===== src/rtl/portgroup_rx_capture.sv =====
// Pair-assembling capture stage feeding the portgroup RX register interface.
// Two consecutive stream words are presented together on data0_o/data1_o.
module portgroup_rx_capture #(
    parameter int width_p    = 8,
    parameter int cntwidth_p = 4
) (
    input  logic                  main_clk_i,
    input  logic                  main_rst_an_i,
    input  logic                  ctrl_ena_i,
    input  logic                  rx_valid_i,
    output logic                  rx_ready_o,
    input  logic [width_p-1:0]    rx_data_i,
    output logic [width_p-1:0]    data0_o,
    output logic [width_p-1:0]    data1_o,
    output logic                  pair_vld_o,
    input  logic                  pair_ack_i,
    output logic                  ovf_o,
    input  logic                  ovf_clr_i,
    output logic [cntwidth_p-1:0] frame_cnt_o
);

    typedef enum logic [1:0] {
        IDLE = 2'd0,
        LO   = 2'd1,
        HI   = 2'd2,
        FULL = 2'd3
    } state_t;

    localparam logic [cntwidth_p-1:0] cnt_one = 1;

    state_t                  state_q;
    logic [width_p-1:0]      stage_q;
    logic [width_p-1:0]      data0_q;
    logic [width_p-1:0]      data1_q;
    logic                    pair_vld_q;
    logic                    ovf_q;
    logic [cntwidth_p-1:0]   cnt_q;
    logic                    xfer;

    assign rx_ready_o  = (state_q != IDLE);
    assign xfer        = rx_valid_i & rx_ready_o;
    assign data0_o     = data0_q;
    assign data1_o     = data1_q;
    assign pair_vld_o  = pair_vld_q;
    assign ovf_o       = ovf_q;
    assign frame_cnt_o = cnt_q;

    always_ff @(posedge main_clk_i or negedge main_rst_an_i) begin
        if (!main_rst_an_i) begin
            state_q    <= IDLE;
            stage_q    <= '0;
            data0_q    <= '0;
            data1_q    <= '0;
            pair_vld_q <= 1'b0;
            ovf_q      <= 1'b0;
            cnt_q      <= '0;
        end else begin
            // The overflow set below is assigned later, so it beats a same-edge clear.
            if (ovf_clr_i) begin
                ovf_q <= 1'b0;
            end
            if (!ctrl_ena_i) begin
                state_q    <= IDLE;
                pair_vld_q <= 1'b0;
            end else begin
                case (state_q)
                    IDLE: state_q <= LO;
                    LO: begin
                        if (xfer) begin
                            stage_q <= rx_data_i;
                            state_q <= HI;
                        end
                    end
                    HI: begin
                        if (xfer) begin
                            data0_q    <= stage_q;
                            data1_q    <= rx_data_i;
                            pair_vld_q <= 1'b1;
                            cnt_q      <= cnt_q + cnt_one;
                            state_q    <= FULL;
                        end
                    end
                    FULL: begin
                        if (pair_ack_i) begin
                            pair_vld_q <= 1'b0;
                            if (xfer) begin
                                stage_q <= rx_data_i;
                                state_q <= HI;
                            end else begin
                                state_q <= LO;
                            end
                        end else if (xfer) begin
                            ovf_q <= 1'b1;
                        end
                    end
                    default: state_q <= IDLE;
                endcase
            end
        end
    end

endmodule

===== config.mk =====
export PLATFORM = sky130hd
export DESIGN_NAME = portgroup_rx_capture
export DESIGN_NICKNAME = d
export VERILOG_FILES = /design/src/rtl/portgroup_rx_capture.sv
export SDC_FILE = /design/constraint.sdc
export NUM_CORES = 1
export LEC_CHECK = 0
export BUFFER_PORTS_ARGS = -buffer_cell sky130_fd_sc_hd__buf_2
export CORE_MARGIN = 3
export CORE_UTILIZATION = 45
export CTS_CLUSTER_SIZE = 16
export DETAILED_ROUTE_END_ITERATION = 8
export MAX_ROUTING_LAYER = met4
export PLACE_DENSITY_LB_ADDON = 0.08
export SLEW_MARGIN = 25
export SYNTH_ARGS = -nofsm -noshare
export SYNTH_HDL_FRONTEND = slang
export SYNTH_SLANG_ARGS = --single-unit

===== constraint.sdc =====
create_clock -name main_clk_i -period 1.47 [get_ports main_clk_i]
set_input_delay 0.3675 -clock main_clk_i [delete_from_list [all_inputs] [get_ports main_clk_i]]
set_output_delay 0.3675 -clock main_clk_i [all_outputs]
set_load 0.02 [all_outputs]

==> flow_metrics.env, run 1 <==
export IMPL_status="finished clean"
export IMPL_worstHoldPathType="in2reg"
export IMPL_post_route_cells_drive_above_1_share_pct=58.33
export IMPL_worst_endpoint_required_time_ns=1.10
export IMPL_antenna_violations_before_repair=0
export IMPL_synth_top_family_by_area="multiplexers"
export IMPL_yosysSeqAreaShare_pct=62.68
export IMPL_worstPathMaxFanout=2
export IMPL_syn_area_um2=1277
export IMPL_global_route_usage_total_pct=16.18
export IMPL_grt_overflow_total=0
export IMPL_first_global_vias=869
export IMPL_vdd_ir_drop_worst_v=0.0009610
export IMPL_synth_cell_types=23
export IMPL_mappedNetlistNets=100
export IMPL_area_growth_syn_to_layout_pct=26.74
export IMPL_worst_pin_slew_ns=0.3688
export IMPL_worst_setup_path_end_kind="primary output"
export IMPL_tritoncts_num_buffers=5
export IMPL_num_rows=18
export IMPL_detail_route_vias_per_cell=5.117
export IMPL_max_freq_ghz=0.6851
export IMPL_fin_crit_sh_pct=99.30
export IMPL_ys_warn_count=0
export IMPL_placedInstanceArea_um2=1518
export IMPL_final_core_util_pct=62.51
export IMPL_syn_mean_instance_area_um2=15.03
export IMPL_clock_insertion_delay_worst_skew_ns=0.32
export IMPL_drc_violations=0
export IMPL_drt_iter0_drc=10
export IMPL_detailed_place_hpwl_um=1631
export IMPL_root_buffer="sky130_fd_sc_hd__clkbuf_4"
export IMPL_ys_dominant_reg_cell="sky130_fd_sc_hd__dfrtp_1"
export IMPL_yosysTopAreaCell="sky130_fd_sc_hd__dfrtp_1"
export IMPL_floorplan_initialDensity_pct=49.32
export IMPL_route_vias_total=829
export IMPL_die_area_um2=3514
export IMPL_synthCells=85
export IMPL_cpMaxStageDelayCell="sky130_fd_sc_hd__dfrtp_1"
export IMPL_yosys_area_share_simple_pct=4.212
export IMPL_timing_clock_skew_ns=0.005093
export IMPL_antenna_diode_count=0
export IMPL_cts_max_path_buffers=2
export IMPL_synth_area_top_cells="sky130_fd_sc_hd__dfrtp_1 (63%), sky130_fd_sc_hd__mux2_2 (22%), sky130_fd_sc_hd__o2111ai_4 (2.1%)"
export IMPL_floorplan_die_width_um=59.28
export IMPL_critPathKind="reg2out"
export IMPL_cpPeakStageDelay_ns=0.40
export IMPL_yosys_mux_area_fraction_pct=22.04
export IMPL_slew_headroom_pct=75.42
export IMPL_setup_viol=0
export IMPL_placement_io_buffers=36
export IMPL_final_hold_viol_count=0
export IMPL_cts_clk_slew_worst_paths_ns=0.09
export IMPL_critPathBufInv=1
export IMPL_h_tree_depth=2
export IMPL_rsz0062_at_grt="yes"
export IMPL_crit_chain="or2_4 > buf_6"
export IMPL_post_synth_top_area_fraction_pct=62.68
export IMPL_placeableCoreArea_um2=2590
export IMPL_synth_common_cells="sky130_fd_sc_hd__dfrtp_1 (32), sky130_fd_sc_hd__mux2_2 (25), sky130_fd_sc_hd__buf_2 (4)"
export IMPL_layout_nets=146
export IMPL_maximum_number_of_pins_on_one_net_before_global_route_repair=19
export IMPL_max_capacitance_violation_count=0
export IMPL_grt_pass1_wl_um=3933
export IMPL_final_cell_area_um2=1619
export IMPL_post_synthesis_adder_cell_area_fraction_pct=0.9794
export IMPL_detail_route_first_pass_iterations=4
export IMPL_gp_congestion=0.7059
export IMPL_cp_data_arrival_time_ns=1.09
export IMPL_yosys_cell_count_top_type="sky130_fd_sc_hd__dfrtp_1"
export IMPL_p_leak_uw=0.0008168
export IMPL_worstSetupStartpointType="register"
export IMPL_timing_final_crit_period_ns=1.460
export IMPL_num_ports=37
export IMPL_detail_route_wl_per_cell_um=13.95
export IMPL_synth_xor_xnor_area_share_pct=2.057
export IMPL_die_height_um=59.28
export IMPL_cp_top_family="flip-flops"
export IMPL_ant_nets=0
export IMPL_cts_sinks=32
export IMPL_synth_seq_cells=32
export IMPL_minimum_hold_slack_ns=0.2235
export IMPL_drt_total_wl_um=2260
export IMPL_timing_final_max_slew_violations=0
export IMPL_synth_enable_flop_cells=0
export IMPL_cellPowerDensity_nw_per_um2=1551
export IMPL_area_fraction_in_compound_gates_after_synthesis_pct=5.583
export IMPL_tritoncts="yes"
export IMPL_async_reset_ff_share_pct=100.0
layout by cell type, fill, tap and decap left out, types with 2 or more instances in the layout:
cell type / instances
sky130_fd_sc_hd__buf_2: 35
sky130_fd_sc_hd__dfrtp_1: 31
sky130_fd_sc_hd__mux2_2: 25
sky130_fd_sc_hd__clkbuf_4: 5
sky130_fd_sc_hd__buf_6: 3
sky130_fd_sc_hd__buf_4: 3
sky130_fd_sc_hd__inv_1: 2
sky130_fd_sc_hd__nor2_1: 2
sky130_fd_sc_hd__xor2_1: 2
sky130_fd_sc_hd__nand2_1: 2
sky130_fd_sc_hd__clkbuf_1: 2
worst paths after layout:
path                           startpoint              to  slack, ns  cells after the start
setup reg to reg               state_q[0]      data1_o[4]       0.08                      4
hold reg to reg            frame_cnt_o[3]  frame_cnt_o[3]       0.46                      1
setup / recovery               state_q[0]      rx_ready_o       0.01                      2
max in group asynchronous   main_rst_an_i  frame_cnt_o[1]       0.57                      3
hold / removal                  ovf_clr_i           ovf_o       0.22                      2
min in group asynchronous   main_rst_an_i           ovf_o       0.48                      2
registers in the layout, indices dropped and copies added, names as in the netlist:
signal and flops:
data0_o 8, data1_o 8, frame_cnt_o 4, ovf_o 1, pair_vld_o 1, stage_q 8
state_q 2
per-stage QoR:
stage | setup slack, ns | TNS [ns] | std cells | power [uW]
floorplan | 0.1917 | 0 | 85 | 1731
global placement | 0.1226 | 0 | 151 | 1995
detailed placement | 0.07553 | 0 | 151 | 2023
CTS | -0.01194 | -0.01194 | 162 | 2556
global route | -0.06754 | -0.1139 | 162 | 2706
finish | 0.01031 | 0 | 162 | 2512
timing repair:
action | CTS | global route
endpoints found under the hold margin | 14 | 0
pin swaps | 1 | 1
hold buffers | 1 | 0
endpoints found under the setup margin | 1 | 4
buffers inserted | 2 | 0
resized for setup | 4 | 2
worst reg2reg max path, delay by kind of cell (launching register included):
kind          cells  cell delay [ns]
flops             1             0.40
buf+inv           2             0.36
mux               1             0.28
simple gates      1             0.25
cell type report:
cell class	instances	area, um2
Fill cell	199	970.9
Sequential cell	32	802.0
Multi-Input combinational cell	46	447.9
Timing Repair Buffer	43	261.5
Clock buffer	8	58.81
Tap cell	30	37.54
Inverter	3	11.26
metal layers:
metal | share of wire, % | track usage [%]
met1 | 46 | 19.86
met2 | 47 | 22.78
met3 | 5.6 | 7.625
met4 | 0.84 | 6.796
met5 | 0 | -
report_power, final:
part / switching, uW / internal (uW) / total (uW)
clock: 269 / 236 / 505
sequential: 126 / 1120 / 1240
combinational: 418 / 347 / 765
total: 812 / 1700 / 2510
logic make-up after synthesis:
| kind of cell | Yosys count |
|---|---|
| and+or+nand+nor | 10 |
| xor gates and xnor gates | 3 |
| buffers and inverters | 7 |
| DFF | 32 |
| adders and majority gates | 1 |
| muxes | 25 |
| AOI/OAI and AO/OA | 7 |
Note: power is estimated with default switching activity, not from simulation.
==> run 2, diff against run 1 <==
--- a/config.mk
+++ b/config.mk
@@ -12,6 +12,7 @@
 export DETAILED_ROUTE_END_ITERATION = 8
 export MAX_ROUTING_LAYER = met4
 export PLACE_DENSITY_LB_ADDON = 0.08
+export REMOVE_ABC_BUFFERS = 1
 export SLEW_MARGIN = 25
 export SYNTH_ARGS = -nofsm -noshare
 export SYNTH_HDL_FRONTEND = slang
==> run 2 against run 1 <==
Compared with the run above:
- first-iteration DRC count grew to 2.8 times the previous value
- global-route usage fell by 1.4 points
- maximum frequency is 0.22% lower
- final area fell by 2.3%
- non-clock buffer count fell by 2
- hold slack got worse by 0.17 ns
- core utilization fell by 1.4 points
- critical path type unchanged
==> flow_metrics.env, run 2 (synthesis results as in run 1) <==
export IMPL_status="finished clean"
export IMPL_worst_pin_slew_ns=0.3918
export IMPL_maximum_number_of_pins_on_one_net_before_global_route_repair=33
export IMPL_cts_max_path_buffers=2
export IMPL_num_ports=37
export IMPL_critPathKind="reg2out"
export IMPL_clock_insertion_delay_worst_skew_ns=0.32
export IMPL_placeableCoreArea_um2=2590
export IMPL_p_leak_uw=0.0008023
export IMPL_cts_sinks=32
export IMPL_tritoncts_num_buffers=5
export IMPL_worstSetupStartpointType="register"
export IMPL_antenna_diode_count=0
export IMPL_rsz0062_at_grt="yes"
export IMPL_cts_clk_slew_worst_paths_ns=0.09
export IMPL_drt_total_wl_um=2130
export IMPL_max_freq_ghz=0.6836
export IMPL_gp_congestion=0.8417
export IMPL_worst_endpoint_required_time_ns=1.10
export IMPL_area_growth_syn_to_layout_pct=23.80
export IMPL_die_height_um=59.28
export IMPL_num_rows=18
export IMPL_cp_data_arrival_time_ns=1.10
export IMPL_placement_io_buffers=36
export IMPL_timing_clock_skew_ns=0.008435
export IMPL_p_int_uw=1632
export IMPL_vdd_ir_drop_worst_v=0.0009661
export IMPL_floorplan_die_width_um=59.28
export IMPL_layout_nets=144
export IMPL_detailed_place_hpwl_um=1451
export IMPL_layout_cells_most_common_list="sky130_fd_sc_hd__buf_2 (35), sky130_fd_sc_hd__dfrtp_1 (31), sky130_fd_sc_hd__mux2_2 (25)"
export IMPL_grt_overflow_total=0
export IMPL_max_capacitance_violation_count=0
export IMPL_setup_viol=0
export IMPL_drc_violations=0
export IMPL_worst_setup_path_end_kind="primary output"
export IMPL_timing_final_crit_period_ns=1.463
export IMPL_fin_crit_sh_pct=99.52
export IMPL_share_seq_of_total_power_pct=50.7
export IMPL_detail_route_vias_per_cell=5.145
export IMPL_slew_headroom_pct=73.88
export IMPL_power_net_switching_uw=808.5
export IMPL_root_buffer="sky130_fd_sc_hd__clkbuf_4"
export IMPL_h_tree_depth=2
export IMPL_floorplan_initialDensity_pct=49.32
export IMPL_worstHoldPathType="in2async"
export IMPL_power_frac_comb_pct=30.8
export IMPL_final_hold_viol_count=0
export IMPL_cellPowerDensity_nw_per_um2=1543
export IMPL_power_switching_share_pct=33.12
export IMPL_pwr_share_clk_pct=18.5
export IMPL_grt_pass1_wl_um=3643
export IMPL_detail_route_first_pass_iterations=4
export IMPL_antenna_violations_before_repair=0
export IMPL_drt_iter0_drc=28
export IMPL_post_route_cells_drive_above_1_share_pct=58.91
export IMPL_detail_route_wl_per_cell_um=13.40
export IMPL_worstPathMaxFanout=2
export IMPL_route_vias_total=818
export IMPL_ant_nets=0
export IMPL_minimum_hold_slack_ns=0.04981
export IMPL_timing_final_max_slew_violations=0
export IMPL_tritoncts="yes"
export IMPL_first_global_vias=807
export IMPL_final_setup_tns_ns=0
export IMPL_global_route_usage_total_pct=14.83
export IMPL_die_area_um2=3514
export IMPL_layout_commonest_cell="sky130_fd_sc_hd__buf_2"
## run 2: what timing repair did
action                     CTS  global route
hold buffers                 0             0
setup buffers                2             0
pin swaps                    1             1
setup endpoints to repair    1             2
gates resized for setup      4             0
## run 2: layout make-up
cell class	count	area [um2]
Clock inverter	1	5.005
Tap cell	30	37.54
Sequential cell	32	802.0
Timing Repair Buffer	41	236.5
Fill cell	211	1008
Inverter	3	11.26
Multi-Input combinational cell	46	447.9
Clock buffer	6	41.29
## run 2: path summary, 6_finish.rpt
path                           startpoint              to  slack [ns]  cells past startpoint
max in group asynchronous   main_rst_an_i      state_q[1]        1.12                      2
max reg2reg                    state_q[1]      stage_q[0]        0.09                      4
min                         main_rst_an_i           ovf_o        0.05                      2
min in group main_clk_i         ovf_clr_i           ovf_o        0.22                      2
min reg2reg                frame_cnt_o[3]  frame_cnt_o[3]        0.46                      1
max                            state_q[0]      rx_ready_o       0.007                      2
## run 2: power by group through the flow
| stage | clock network (uW) | registers [uW] | logic, uW |
|---|---|---|---|
| floorplan | 0 | 1480 | 246 |
| global placement | 0 | 1250 | 735 |
| detailed placement | 0 | 1260 | 746 |
| CTS | 478 | 1240 | 766 |
| global route | 511 | 1270 | 819 |
| finish | 451 | 1240 | 752 |
## run 2: critical path, stage by stage (launching register included)
cell and delay [ns]:
sky130_fd_sc_hd__dfrtp_1 0.40, sky130_fd_sc_hd__or2_4 0.25, sky130_fd_sc_hd__buf_6 0.13
## run 2: stage by stage
stage / power [uW] / setup WS (ns) / std cells / util (%) / instance area (um2)
4_1_cts: 2484 / -0.01303 / 159 / 61.06 / 1582
3_3_place_gp: 1988 / 0.1312 / 150 / 58.31 / 1510
3_5_place_dp: 2008 / 0.08898 / 150 / 58.31 / 1510
2_1_floorplan: 1724 / -0.2967 / 81 / - / 1257
6_report: 2441 / 0.007082 / 159 / 61.06 / 1582
5_1_grt: 2602 / -0.05857 / 159 / 61.06 / 1582
## run 2: layer usage
layer,wire [um],GRT usage (%),part of all wire (%)
met1,984,17.77,46
met2,928,21.53,44
met3,171,6.536,8.0
met4,46,6.472,2.2
met5,0,-,0
